**src/rtl/serial_word_xform.sv**
```systemverilog
// serial_word_xform
// ------------------------------------------------------------------------
// Bit-serial, LSB-first word transformer. Each WIDTH-bit word is passed,
// one's-complemented, two's-complemented or incremented according to the
// mode sampled on the word's first accepted bit. A single carry bit ripples
// through the word one bit per cycle. The output is registered, so every
// accepted bit appears one cycle later.
//
// Parameters
//   WIDTH     bits per word (2..64)
//
// Ports
//   clk       rising-edge clock
//   reset     asynchronous active-high reset, clears all state
//   sync_clr  synchronous word abort; framing restarts at bit 0
//   in_valid  in_bit is valid this cycle
//   in_bit    serial data bit, LSB first
//   mode      00 pass, 01 one's complement, 10 two's complement, 11 increment
//   out_valid one-cycle pulse per accepted bit
//   out_bit   transformed serial bit
//   out_last  out_bit is the MSB of its word
//   ovf       signed overflow of the completed word, meaningful with out_last
module serial_word_xform #(
    parameter int WIDTH = 8
) (
    input  logic       clk,
    input  logic       reset,
    input  logic       sync_clr,
    input  logic       in_valid,
    input  logic       in_bit,
    input  logic [1:0] mode,
    output logic       out_valid,
    output logic       out_bit,
    output logic       out_last,
    output logic       ovf
);

    localparam int CW = (WIDTH > 1) ? $clog2(WIDTH) : 1;
    localparam logic [CW-1:0] LAST_IDX = CW'(WIDTH - 1);

    logic [CW-1:0] cnt;
    logic [CW-1:0] bit_idx;
    logic [CW-1:0] cnt_next;
    logic [1:0]    mode_q;
    logic [1:0]    mode_eff;
    logic          carry;
    logic          c_cur;
    logic          x;
    logic          inv;
    logic          word_start;
    logic          is_last;

    // Per-bit datapath. A sync_clr coinciding with a valid bit makes that bit
    // the first bit of a fresh word, so it behaves exactly like cnt == 0:
    // the mode is taken live from the port and the carry is reseeded.
    always_comb begin
        word_start = sync_clr || (cnt == '0);
        bit_idx    = sync_clr ? '0 : cnt;
        mode_eff   = word_start ? mode : mode_q;
        inv        = (mode_eff == 2'b01) || (mode_eff == 2'b10);
        // Modes 10 and 11 both add one, so the seed is simply mode bit 1.
        c_cur      = word_start ? mode_eff[1] : carry;
        x          = in_bit ^ inv;
        is_last    = (bit_idx == LAST_IDX);
        cnt_next   = is_last ? '0 : bit_idx + CW'(1);
    end

    // State and output registers. Only accepted bits advance the word;
    // a lone sync_clr just rewinds the framing and drops the partial word.
    // Overflow is carry-in XOR carry-out at the MSB, which reduces to c & ~x.
    always_ff @(posedge clk or posedge reset) begin
        if (reset) begin
            cnt       <= '0;
            carry     <= 1'b0;
            mode_q    <= 2'b00;
            out_valid <= 1'b0;
            out_bit   <= 1'b0;
            out_last  <= 1'b0;
            ovf       <= 1'b0;
        end else begin
            out_valid <= in_valid;
            if (in_valid) begin
                out_bit  <= x ^ c_cur;
                out_last <= is_last;
                ovf      <= is_last & c_cur & ~x;
                carry    <= c_cur & x;
                mode_q   <= mode_eff;
                cnt      <= cnt_next;
            end else if (sync_clr) begin
                cnt <= '0;
            end
        end
    end

endmodule

```
**config.mk**
```make
export PLATFORM = sky130hd
export DESIGN_NAME = serial_word_xform
export DESIGN_NICKNAME = d
export VERILOG_FILES = /design/src/rtl/serial_word_xform.sv
export SDC_FILE = /design/constraint.sdc
export NUM_CORES = 1
export LEC_CHECK = 0
export ABC_AREA = 1
export BUFFER_PORTS_ARGS = -buffer_cell sky130_fd_sc_hd__buf_2
export CAP_MARGIN = 5
export CORE_AREA = 2 2 39 41
export DETAILED_ROUTE_END_ITERATION = 10
export DIE_AREA = 0 0 41 43
export PLACE_DENSITY = 0.67
export SLEW_MARGIN = 20
export SYNTH_ARGS = -nofsm -noshare
export SYNTH_HDL_FRONTEND = slang
export SYNTH_SLANG_ARGS = --single-unit
```
**constraint.sdc**
```tcl
create_clock -name clk -period 3.7 [get_ports clk]
set_input_delay 0.185 -clock clk [delete_from_list [all_inputs] [get_ports clk]]
set_output_delay 0.185 -clock clk [all_outputs]
set_load 0.02 [all_outputs]
```
# Word level (Yosys, flattened, before mapping)
# Cells that the tools add are included.
# totals
register_bits	10
inputBits	7
out_inout_bits	4
# classes
n_addsub	1
eq_ne	3
n_mux	5
bitwise_logic	6
reduce_logical	3
# op_table
op	n
2-to-1 mux 3 bit	3
adder 3 x 1 -> 3 bit, second input constant	1
AND 1 bit	3
== test 3 bit, second input constant	1
zero test 3 bit	1
== test 2 x 1 -> 1 bit, second input constant	1
== test 2 bit, second input constant	1
logical OR 1 bit	2
2-to-1 mux 2 bit	1
bitwise XOR 1 bit	2
2-to-1 mux 1 bit	1
inverter 1 bit	1

# Longest topological paths before layout
# Gate-level depths: netlist of run 1.
# depth
depth_word	8
depth_mapped	10

# Worst setup path before layout of run 1
# Ideal clock, no wire load.
# synth_path
path_kind	reg2reg
from	register cnt[1]
to	register out_bit
arrival_ns	1.311
slack_ns	2.272
stages_incl_launch_ff	11
path_cell_list	dfrtp_1 -> nor2_1 -> nand2_1 -> nand3_1 -> nand2_2 -> nand3b_1 -> nand2_1 -> inv_1 -> ha_1 -> nand2_1 -> nand2_1
# synth_via
elab_chain_len	7
word_cells_on_any_way	9
# synth_lines
item	line_no	text
start, declared	41	logic [CW-1:0] cnt;
start signal, assigned	88	cnt <= cnt_next;
zero test 3 bit (*)	57	word_start = sync_clr || (cnt == '0);
logical OR 1 bit (*)	57	
2-to-1 mux 2 bit	59	mode_eff = word_start ? mode : mode_q;
== test 2 x 1 -> 1 bit or == test 2 bit (tied branches)	60	inv = (mode_eff == 2'b01) || (mode_eff == 2'b10);
logical OR 1 bit	60	
bitwise XOR 1 bit	63	x = in_bit ^ inv;
bitwise XOR 1 bit (*)	83	out_bit <= x ^ c_cur;
end signal, assigned	83	
end, declared	33	output logic out_bit,
# Every way passes the cells marked *; elsewhere a longest branch is shown, timed or not.
# A chain may end at the register's enable or synchronous reset.

# Worst setup path in the final report of run 1
# Ends and elaborated chain as after synthesis.

==> results.toml, run 1 <==
[die]
rows = 14
die_h_um = 43
io-pin-count = 11
core-area_um2 = 1380
start_util = 0.406
die_w_um = 41
die_area_um2 = 1760

[clocking]
cts_buffers = 3
clockBufferDepth = 2
ctsHoldBuffers = 1
postCtsSetupRepairBufs = 0
cts_tree = "built"
clock_sinks = 10
cts.htree.levels = 1
cts-root-buf = "clkbuf_4"
clk-insertion-delay-late_ns = 0.28
cts_resized = 0
clk_pin_slew_ns = 0.08

[yosys]
synth_cell_type_count = 16
synth.area.top_cells = "dfrtp_1, nand2_1, nand3_1"
syn-num-nets = 83
yosys_most_used_dff = "dfrtp_1"
synth.most_common_cell = "nand2_1"
ys_ff_latch = 10
synth_top_area_frac = 0.445
syn_inst = 73
synth-edff-count = 0
synth_top_area_cell = "dfrtp_1"
ys_warn_count = 0
ys_seq_area_frac = 0.445
ys_async_sr_fraction = 1.00
netlist_area_um2 = 562
avgSynthCellArea_um2 = 7.70
synth.top_cells.by_count = "nand2_1, inv_1, nand3_1"

[route]
first_pass_iters = 4
viasPerCell = 4.77
routed_wl_mm = 1.03
antenna_left = 0
dr.first_iter.drc_count = 10
dr_total_vias = 491
post_drt_wl_per_cell_um = 10.0
drc = 0

[pwr]
peakVddDrop_v = 0.000195
power_density_nw_per_um2 = 455
power.leakage_nw = 0.403
finalPower_mw = 0.307

[job]
cap_violations = 0

[placed_design]
gp_congestion = 0.759
port_buffers = 10
dp_hpwl_um = 827
dp_slack_ns = 2.13
place_area_um2 = 628
dp_cells = 98

[layout]
drive_gt1_frac = 0.230
fin_util = 0.487
area_delta_synth_final_pct = 20.0
fin_nets = 98
fillerInstances = 145
antenna_cells = 0
instances_no_fill = 103
fin_area_um2 = 674

[hold_path]
hold_path.class = "in -> reg"

[timing]
maxSlewViolCount = 0
final-hold-violation-count = 0
max_slew_margin = 0.751
setup_viol = 0
tightest_slew_ns = 0.373
holdWs_ns = 0.136
fin_setup_tns_ns = 0
rsz0062_at_grt = "no"
max_freq_mhz = 638
setup_ws_ns = 2.13
timing.final.crit_period_ns = 1.57
fin_worst_skew_ns = 0.00890
period_share = 0.423

[worst_setup_path]
crit_path_end_kind = "flop"
critPathLaunchType = "flop"
crit_type = "reg -> reg"
arrival_ns = 1.74
crit_required_ns = 3.88
critPathMaxFanout = 4

[outcome]
status = "finished, final reports clean"

[global_routing]
grt_use_total = 0.142
antenna_found_initial = 0
grt_pass1_vias = 442
grt_pass1_wl_mm = 1.73
overflow = 0
grt_max_degree = 11
==> worst max-delay path, stage by stage, from the launching register on <==
cell,delay [ns]
dfrtp_1,0.40
nor2_1,0.12
nand2_1,0.11
nand3_1,0.10
nand2_2,0.07
nand3b_1,0.15
nand2_1,0.09
inv_1,0.05
ha_1,0.27
nand2_1,0.07
nand2_1,0.05
==> kinds of logic after synthesis <==
| kind of cell | after synthesis | synth area share |
|---|---|---|
| simple gates | 40 | 0.330 |
| buf+inv | 15 | 0.100 |
| flops | 10 | 0.445 |
| compound gates | 4 | 0.0423 |
| fa+ha+maj | 3 | 0.0668 |
| xor+xnor | 1 | 0.0156 |
==> report_power, final <==
part           internal, mW  total (mW)  switching [mW]  leakage, nW
Clock                0.0599       0.102          0.0423       0.0210
Sequential            0.123       0.130         0.00732        0.127
Combinational        0.0277      0.0745          0.0468        0.255
==> registers in the layout (all words and copies together), names as in the netlist <==
signal and count:
out_last 1, ovf 1, out_valid 1, carry 1, cnt 3, out_bit 1
mode_q 2
==> layout by cell type, fill, tap and decap left out <==
cell	instances
clkbuf_8	1
ha_1	3
nand2_4	1
inv_1	12
buf_2	10
inv_2	2
nor2_1	4
clkbuf_4	3
nand3b_1	1
dlygate4sd3_1	1
nand3_2	1
o21ai_0	2
xor2_1	1
nand2_1	20
dfrtp_1	10
nand2_2	1
o21ai_2	1
nand3_1	12
o21ai_1	1
==> routing by layer <==
layer  global-route usage  share of wire  vias to the layer above
met5                    0              0                        -
met4               0.0800          0.029                        0
met3                    0          0.024                        3
met2                0.216           0.46                        9
met1                0.198           0.49                      221
li1                     -              -                      258
==> path summary, 6_finish.rpt <==
kind                       startpoint  slack, ns   endpoint  cells after the start
max                            cnt[1]       2.13    out_bit                     10
min                          in_valid       0.14  out_valid                      1
max reg2reg                    cnt[1]       2.13    out_bit                     10
min in group asynchronous       reset       0.41    out_bit                      3
max in group asynchronous       reset       3.01     cnt[0]                      3
min reg2reg                   out_bit       0.48    out_bit                      2
==> final cells by class <==
cell class	count	area, um2	area share
clock buffer	4	36.3	0.0538
inverter	14	52.6	0.0779
multi-input combinational	48	255	0.378
sequential	10	250	0.371
tap	16	20.0	0.0297
timing repair buffer	11	60.1	0.0891
Power figures use the tool's default switching activity.
==> inputs of run 2 (changes only) <==
==> constraint.sdc (replaced) <==
create_clock -name clk -period 1.6 [get_ports clk]
set_input_delay 0.08 -clock clk [delete_from_list [all_inputs] [get_ports clk]]
set_output_delay 0.08 -clock clk [all_outputs]
set_load 0.02 [all_outputs]
==> results.toml, run 2 (same netlist as run 1, synthesis figures left out) <==
[die]
die_w_um = 41
die_h_um = 43
io-pin-count = 11
start_util = 0.406
die_area_um2 = 1760
rows = 14
core-area_um2 = 1380

[placed_design]
dp_cells = 98
dp_hpwl_um = 778
gp_congestion = 0.727
port_buffers = 10
place_area_um2 = 628

[layout]
antenna_cells = 0
drive_gt1_frac = 0.287
mostFrequentLayoutCells = "nand2_1, inv_1, dfrtp_1, buf_2, nand3_1"
fin_util = 0.503
largest-register = "cnt"
largest_reg_flops = 3
fin_area_um2 = 696
reg_top3 = "cnt: 3 flops, mode_q: 2 flops"
instances_no_fill = 103
fin_nets = 99
area_delta_synth_final_pct = 23.8
final_common_cell = "nand2_1"

[clocking]
cts_buffers = 3
clk_pin_slew_ns = 0.06
clk-insertion-delay-late_ns = 0.26
cts-root-buf = "clkbuf_4"
cts_tree = "built"
clock_sinks = 10
cts.htree.levels = 1
clockBufferDepth = 2

[worst_setup_path]
critPathMaxFanout = 3
crit_required_ns = 1.76
max_stage_delay_ns = 0.41
critPathLaunchType = "flop"
cp_cell_sequence = "o21ai_4 > nand3_2 > nand3_1 > nand3b_1 > nand2_1 > inv_1 > ha_1 > nand2_1 > nand2_1"
crit_type = "reg -> reg"
crit_buf_inv = 1
critical-path-top-delay-family = "simple AND/OR/NAND/NOR gates"
crit_top_cell = "nand2_1"
crit_slowest_cell = "dfrtp_1"
arrival_ns = 1.68
crit_path_end_kind = "flop"

[route]
post_drt_wl_per_cell_um = 10.3
dr.first_iter.drc_count = 3
wl_met3_um = 38
top_layer = "met4"
drt-met1-wl_um = 527
antenna_left = 0
drc = 0
dr_total_vias = 487
first_pass_iters = 2
wl_met2_um = 487
routed_wl_mm = 1.06
viasPerCell = 4.73

[hold_path]
hold_path.class = "in -> reg"

[timing]
timing.final.crit_period_ns = 1.53
fin_setup_tns_ns = 0
fin_worst_skew_ns = 0.00262
final-hold-violation-count = 0
rsz0062_at_grt = "yes"
holdWs_ns = 0.0407
maxSlewViolCount = 0
max_freq_mhz = 655
max_slew_margin = 0.741
setup_viol = 0
period_share = 0.955
tightest_slew_ns = 0.388

[pwr]
power_density_nw_per_um2 = 943
power.leakage_nw = 0.408
peakVddDrop_v = 0.000526

[global_routing]
grt_pass1_wl_mm = 1.79
grt_max_degree = 11
grt_use_total = 0.150
antenna_found_initial = 0
overflow = 0
grt_pass1_vias = 446

[outcome]
status = "finished, final reports clean"

[job]
cap_violations = 0
[run 2: timing repair]
| item | 4_1_cts | 5_1_grt |
|---|---|---|
| hold buffers | 1 | 0 |
| endpoints found under the hold margin | 10 | 0 |
| setup endpoints to repair | 0 | 2 |
| buffers inserted | 0 | 1 |
| gates resized for setup | 0 | 6 |
[run 2: layer usage]
| metal | track usage | up-vias |
|---|---|---|
| li1 | - | 259 |
| met1 | 0.215 | 216 |
| met2 | 0.213 | 10 |
| met3 | 0.0157 | 2 |
| met4 | 0.0800 | 0 |
| met5 | 0 | - |
[run 2: where the power goes]
part           switching [mW]  total, mW  leakage [nW]  internal (mW)
Clock                  0.0817      0.168        0.0138         0.0868
Sequential             0.0180      0.303         0.127          0.285
Combinational           0.112      0.185         0.267         0.0726
Total                   0.212      0.656         0.408          0.444
[run 2: worst register-to-register path: stages (launching register included)]
cell	delay [ns]
dfrtp_1	0.41
o21ai_4	0.21
nand3_2	0.12
nand3_1	0.09
nand3b_1	0.08
nand2_1	0.09
inv_1	0.05
ha_1	0.26
nand2_1	0.06
nand2_1	0.05
[run 2: layout make-up]
class                   count  area [um2]
fillers                   148         688
multi-input cells          48         283
flip-flops and latches     10         250
repair buffers             12        67.6
inverters                  14        52.6
clock buffers               3        22.5
well taps                  16        20.0
[run 2: worst paths after layout]
check                               from        end  slack, ns  cells after the start
worst max-delay path              cnt[2]    out_bit       0.07                      9
worst min-delay path            in_valid  out_valid       0.04                      1
worst max register to register    cnt[2]    out_bit       0.07                      9
worst min register to register   out_bit    out_bit       0.47                      2
max in group asynchronous          reset     cnt[0]       0.99                      3
min in group asynchronous          reset  mode_q[1]       0.33                      3
[run 2: per-stage QoR]
step | setup WS, ns | power [mW]
after global routing | -0.0635 | 0.714
after detailed placement | 0.0554 | 0.473
after floorplan | 0.172 | 0.430
after global placement | 0.0932 | 0.469
after CTS | 0.0429 | 0.645
final | 0.0723 | 0.656
